**config.mk**
```make
export PLATFORM = sky130hd
export DESIGN_NAME = iir_coeff_ctrl
export DESIGN_NICKNAME = d
export VERILOG_FILES = /design/src/rtl/dsp_pkg.sv /design/src/rtl/iir_coeff_ctrl.sv
export SDC_FILE = /design/constraint.sdc
export NUM_CORES = 1
export LEC_CHECK = 0
export CORE_MARGIN = 5
export CORE_UTILIZATION = 40
export CTS_BUF_LIST = sky130_fd_sc_hd__clkbuf_4
export CTS_CLUSTER_DIAMETER = 80
export DETAILED_ROUTE_END_ITERATION = 8
export PLACE_DENSITY = 0.66
export SLEW_MARGIN = 10
export SYNTH_ARGS = -nofsm -noshare
export SYNTH_HDL_FRONTEND = slang
export SYNTH_SLANG_ARGS = --single-unit
```
**constraint.sdc**
```tcl
create_clock -name clk -period 3.8 [get_ports clk]
set_input_delay 0.38 -clock clk [delete_from_list [all_inputs] [get_ports clk]]
set_output_delay 0.38 -clock clk [all_outputs]
set_load 0.02 [all_outputs]
```
**src/rtl/dsp_pkg.sv**
```systemverilog
// Shared DSP definitions: coefficient-controller FSM encoding and the
// coefficient address map used by the IIR blocks.
package dsp_pkg;

    typedef enum logic [1:0] {
        ST_IDLE  = 2'd0,
        ST_ARMED = 2'd1,
        ST_FLUSH = 2'd2
    } coeff_state_e;

    // b coefficients start at index 0; a coefficients follow b0..bN.
    localparam int B_BASE = 0;

    localparam int FLUSH_CNT_W = 8;

    function automatic int a_base(input int order);
        return order + 1;
    endfunction

endpackage

```
**src/rtl/iir_coeff_ctrl.sv**
```systemverilog
// Double-buffered IIR coefficient controller: writes land in a shadow bank,
// a committed bank is swapped in on a sample boundary, then the filter is flushed.
module iir_coeff_ctrl
    import dsp_pkg::*;
#(
    parameter int N            = 2,
    parameter int COEFF_WIDTH  = 16,
    parameter int FLUSH_CYCLES = 4,
    parameter logic [COEFF_WIDTH-1:0] RESET_B0 = 16'h4000,
    localparam int ADDR_W      = $clog2(2*N+1)
) (
    input  logic                         clk,
    input  logic                         rst,
    input  logic                         wr_valid,
    output logic                         wr_ready,
    input  logic [ADDR_W-1:0]            wr_addr,
    input  logic [COEFF_WIDTH-1:0]       wr_data,
    input  logic                         commit_valid,
    output logic                         commit_ready,
    input  logic                         sample_strobe,
    output logic [COEFF_WIDTH*(N+1)-1:0] packed_b_coeffs,
    output logic [COEFF_WIDTH*N-1:0]     packed_a_coeffs,
    output logic                         filt_rst_n,
    output logic                         busy,
    output logic                         addr_err
);

    localparam int NUM_COEFFS = 2*N + 1;
    localparam int A_BASE     = a_base(N);
    localparam logic [ADDR_W-1:0]      MAX_ADDR  = ADDR_W'(2*N);
    localparam logic [FLUSH_CNT_W-1:0] FLUSH_LEN = FLUSH_CNT_W'(FLUSH_CYCLES);

    coeff_state_e           state_reg;
    logic [FLUSH_CNT_W-1:0] cnt_reg;
    logic                   addr_err_reg;

    logic [COEFF_WIDTH-1:0] shadow_reg [NUM_COEFFS];
    logic [COEFF_WIDTH-1:0] active_reg [NUM_COEFFS];

    logic idle;
    logic wr_accept;
    logic wr_in_range;
    logic commit_accept;
    logic swap;

    assign idle          = (state_reg == ST_IDLE);
    assign wr_accept     = ~rst & idle & wr_valid;
    assign wr_in_range   = (wr_addr <= MAX_ADDR);
    assign commit_accept = ~rst & idle & commit_valid;
    // A strobe only counts once the commit has already moved us into ARMED.
    assign swap          = ~rst & (state_reg == ST_ARMED) & sample_strobe;

    always_ff @(posedge clk) begin
        if (rst) begin
            state_reg    <= ST_IDLE;
            cnt_reg      <= '0;
            addr_err_reg <= 1'b0;
        end else begin
            if (wr_accept && !wr_in_range)
                addr_err_reg <= 1'b1;
            case (state_reg)
                ST_IDLE: begin
                    if (commit_accept)
                        state_reg <= ST_ARMED;
                end
                ST_ARMED: begin
                    if (sample_strobe) begin
                        state_reg <= ST_FLUSH;
                        cnt_reg   <= FLUSH_LEN;
                    end
                end
                ST_FLUSH: begin
                    if (cnt_reg <= FLUSH_CNT_W'(1)) begin
                        state_reg <= ST_IDLE;
                        cnt_reg   <= '0;
                    end else begin
                        cnt_reg <= cnt_reg - FLUSH_CNT_W'(1);
                    end
                end
                default: begin
                    state_reg <= ST_IDLE;
                    cnt_reg   <= '0;
                end
            endcase
        end
    end

    // One register pair per coefficient; b0 is the only non-zero reset value.
    genvar gi;
    generate
        for (gi = 0; gi < NUM_COEFFS; gi++) begin : g_bank
            localparam logic [COEFF_WIDTH-1:0] INIT = (gi == B_BASE) ? RESET_B0 : '0;

            always_ff @(posedge clk) begin
                if (rst) begin
                    shadow_reg[gi] <= INIT;
                    active_reg[gi] <= INIT;
                end else begin
                    if (wr_accept && wr_in_range && (wr_addr == ADDR_W'(gi)))
                        shadow_reg[gi] <= wr_data;
                    if (swap)
                        active_reg[gi] <= shadow_reg[gi];
                end
            end
        end

        for (gi = 0; gi <= N; gi++) begin : g_b_out
            assign packed_b_coeffs[COEFF_WIDTH*gi +: COEFF_WIDTH] = active_reg[B_BASE + gi];
        end

        for (gi = 1; gi <= N; gi++) begin : g_a_out
            assign packed_a_coeffs[COEFF_WIDTH*(gi-1) +: COEFF_WIDTH] = active_reg[A_BASE + gi - 1];
        end
    endgenerate

    // Handshake and filter reset are forced inactive/asserted while rst is held.
    assign wr_ready     = ~rst & idle;
    assign commit_ready = ~rst & idle;
    assign busy         = ~rst & ~idle;
    assign filt_rst_n   = ~rst & (state_reg != ST_FLUSH);
    assign addr_err     = addr_err_reg;

endmodule

```
# After elaboration in Yosys (flattened, before gate mapping)
# Memories as Yosys holds them, arrays and structs flattened.
# Cells that the tools add are included.
# classes
n_addsub,1
magnitude_cmp,2
eq_ne,10
muxes,37
bitwise,19
reduce_logical,12
# ops
cell,count
$mux W16,10
$pmux W8 S3,1
$mux W1,20
$mux W8,2
$or A1 B1 Y1,10
$le A8 B1 Y1 const B,1
$sub A8 B1 Y8 const B,1
$and A1 B1 Y1,7
$logic_and A1 B1 Y1,7
$eq A3 B2 Y1 const B,2
$mux W2,3
$ne A2 B2 Y1 const B,3
$pmux W2 S3,1
$eq A3 B1 Y1 const B,1
$eq A3 B3 Y1 const B,1
$le A3 B3 Y1 const B,1
$logic_not A3 Y1,1
$reduce_and A3 Y1,1
$eq A2 B1 Y1 const B,1
$eq A2 B2 Y1 const B,1
$logic_not A2 Y1,1
$ne A2 B1 Y1 const B,1
$not A1 Y1,2
$reduce_and A2 Y1,1
$logic_not A1 Y1,1
# totals
regBits,11
ramBits,160
out_inout_bits,85
elab_cells,86
mem_count,2
# mem_list
name,words,word_bits,read_ports,rd_ports_with_merged_regs,wr,line,rtl
active_reg,5,16,5,0,5,iir_coeff_ctrl.sv:38,logic [COEFF_WIDTH-1:0] active_reg [NUM_COEFFS];
shadow_reg,5,16,5,0,5,iir_coeff_ctrl.sv:37,logic [COEFF_WIDTH-1:0] shadow_reg [NUM_COEFFS];

# Depth between registers and ports, before layout
# depth
word_depth,9
mapped_depth,8
ltp_nobuf,6

# Least setup slack after synthesis
# Ideal clock, no wire load.
# synth_timing
kind,input-to-reg
from,input rst
to,"memory active_reg[0][0], enable pin"
setup_ns,0.452
arrival_time_ns,2.846
required_ns,3.348
setup_slack_ns,0.503
stages,3
path_buffers,2
cell_sequence,clkbuf_1 clkbuf_1 nand2b_1
# synth_lines
element,line,rtl
from (decl),iir_coeff_ctrl.sv:13,"input logic rst,"
to (decl),iir_coeff_ctrl.sv:38,

# Final worst setup path
# layout_timing
from,register state_reg[0]
to,output commit_ready
# layout_between
elab_chain_len,2
# layout_lines
element,line,rtl
from (decl),iir_coeff_ctrl.sv:33,coeff_state_e state_reg;
from (signal assigned),iir_coeff_ctrl.sv:55,state_reg <= ST_IDLE;
from (signal assigned),iir_coeff_ctrl.sv:64,state_reg <= ST_ARMED;
from (signal assigned),iir_coeff_ctrl.sv:68,state_reg <= ST_FLUSH;
$logic_not A2 Y1,iir_coeff_ctrl.sv:46,assign idle = (state_reg == ST_IDLE);
$and A1 B1 Y1,iir_coeff_ctrl.sv:118,assign commit_ready = ~rst & idle;
to (decl),iir_coeff_ctrl.sv:19,"output logic commit_ready,"
# No other way between the ends.

==> reports/qor.yml <==
clock_sinks: 171
synth_top_area_share: 0.7172
ys_types: 36
antenna_found_initial: 0
drtIter0Drc: 271
nNetsFinal: 574
clk-insertion-delay-late_ns: 0.54
dpl-instance-area_um2: 7998
p_clk_frac: 0.216
rsz0062_at_grt: "false"
ys_seq_elements: 171
cts_tree: "done"
dieHeight_um: 139.4
drt_wl_total_um: 13040
multi_input_area_um2: 1575
startpoint: "state_reg[0]"
whs_ns: 0.4582
yosysTopAreaCell: "edfxtp_1"
cts_inserted_buffers: 17
postCtsHoldBufs: 0
period_needed_ns: 2.796
switching_share: 0.2782
fmax_mhz: 357.7
ant_nets: 0
hold_class: "flop to flop"
combPwrFrac: 0.219
postSynthNetCount: 465
drt-pass1-iter-count: 4
setup_tns_ns: 0
initial_core_util: 0.4054
hold_violations: 0
final.setup_skew_ns: 0.02827
ios: 109
diodes: 0
dpl.hpwl_um: 9358
slew_violations: 0
n_fill_cell: 1367
grt_max_degree: 81
setup_viol: 0
maxSlewHeadroom: 0.2943
post-route-period-util: 0.7358
route.detailed.drc: 0
grt_pass1_vias: 3761
synth_seq_area_share: 0.7501
place.gp.congestion: 0.8403
syn-cell-area_um2: 6699
critPathMaxFanout: 14
ir_drop_mv: 0.2583
core_area_um2: 16520
hold_path.startpoint: "addr_err"
seqCellArea_um2: 5025
wl_per_cell_um: 16.83
cts_max_level: 4
gr-usage-all-layers: 0.1375
vias: 3553
rows: 47
r2r_start: "state_reg[0]"
cp-start-kind: "flop"
post-route-cell-area_um2: 8228
ys_top_cells_by_area: "edfxtp_1 (72%), and2_1 (13%), dfxtp_1 (3.3%)"
worst_slack_ns: 1.004
worst_pin_slew_ns: 1.058
post-place-ws_ns: 0.9537
die_x_um: 139.4
placed_cells: 744
cap_violations: 0
grt-ovfl-total: 0
clk_pin_slew_ns: 0.12
layout-drive-gt1-share: 0.09009
syn_inst: 434
rrSetupSlack_ns: 1.03
cp.required_ns: 3.42
fin_util: 0.4979
pwr_density_cell_nw_per_um2: 506.0
vias_per_cell: 4.585
p_switching_mw: 1.158
cts_resized: 0
intPower_mw: 3.005
worstSetupPathType: "flop to output port"
cts_root_buf: "clkbuf_4"
cts.path.max_buffers: 2
port_buffers: 108
die-area_um2: 19440
synthToLayoutAreaGrowth_pct: 22.82
arrival_ns: 2.42
status: "finished, final reports clean"
ys_warn_count: 0
final_cells: 775
p_seq_frac: 0.565
p_leak_nw: 3.042
grt_pass1_wl_um: 20720
power_mw: 4.164
end_kind: "output port"
cts_setup_buffers: 0
avgSynthCellArea_um2: 15.44
worst max-delay path, cell delays in order, from the launching register on:
cell	delay, ns
dfxtp_1	0.36
inv_1	0.11
ha_1	0.48
nor2b_1	0.27
clkdlybuf4s50_1	0.67
cells in the final DEF, fill, tap and decap left out, types with 3 or more instances in the layout:
master / Yosys / final
nor3_1: 3 / 3
or2_2: 7 / 7
ha_1: 7 / 7
nor2_2: 4 / 3
nor2_1: 12 / 12
nand2_1: 4 / 4
and3_1: 16 / 16
edfxtp_1: 160 / 160
inv_1: 5 / 5
clkbuf_4: 0 / 20
buf_4: 2 / 3
clkdlybuf4s50_1: 0 / 108
xnor2_1: 6 / 6
clkinv_2: 0 / 7
dfxtp_1: 11 / 11
and2_1: 144 / 144
nand2b_1: 8 / 7
worst paths after layout:
| kind | endpoint | cells after the start |
|---|---|---|
| setup / recovery | commit_ready | 4 |
| hold reg to reg | addr_err | 2 |
| hold / removal | addr_err | 2 |
| setup reg to reg | shadow_reg[2][4] | 6 |
power groups by stage:
stage / logic, mW / clock network (mW) / registers (mW)
detailed placement: 0.922 / 0 / 2.40
CTS: 0.926 / 0.920 / 2.36
floorplan: 0.429 / 0 / 2.53
finish: 0.912 / 0.899 / 2.35
global placement: 0.909 / 0 / 2.40
global route: 0.993 / 0.994 / 2.38
cell type report:
| cell class | count | area share |
|---|---|---|
| sequential | 171 | 0.6107 |
| clock buffer | 20 | 0.01825 |
| tap | 220 | 0.03345 |
| multi-input combinational | 237 | 0.1915 |
| timing repair buffer | 111 | 0.1341 |
| inverter | 5 | 0.002281 |
| clock inverter | 11 | 0.009732 |
metal layers:
metal	GRT usage	wire length, um	vias up
li1	-	-	1741
met1	0.1794	5788	1687
met2	0.2216	6291	109
met3	0.04220	791	16
met4	0.04377	169	0
met5	0	0	-
synthesized netlist by cell type:
library cell and number:
edfxtp_1 160, and2_1 144, and3_1 16, clkbuf_1 14, nor2_1 12, dfxtp_1 11, nand2b_1 8, ha_1 7
or2_2 7, xnor2_1 6, buf_2 5, inv_1 5, nand2_1 4, nor2_2 4, nor3_1 3, a21oi_1 2
a31oi_1 2, buf_4 2, mux2i_1 2, nor2b_1 2, nor4b_1 2, or3_1 2, a221oi_2 1, a22oi_1 1
and4_1 1, and4bb_2 1, nand3_1 1, nand3_2 1, nand4b_1 1, nor4_1 1, nor4_2 1, nor4_4 1
o2111ai_1 1, o21ai_0 1, o21bai_2 1, or4b_1 1
logic make-up after synthesis:
family | after synthesis | share of synthesized area
flops | 171 | 0.7501
mux | 2 | 0.002989
compound gates | 9 | 0.01046
fa+ha+maj | 7 | 0.01307
buf+inv | 26 | 0.01662
simple gates | 213 | 0.1989
xor+xnor | 6 | 0.007845
Note: power is estimated with default switching activity, not from simulation.
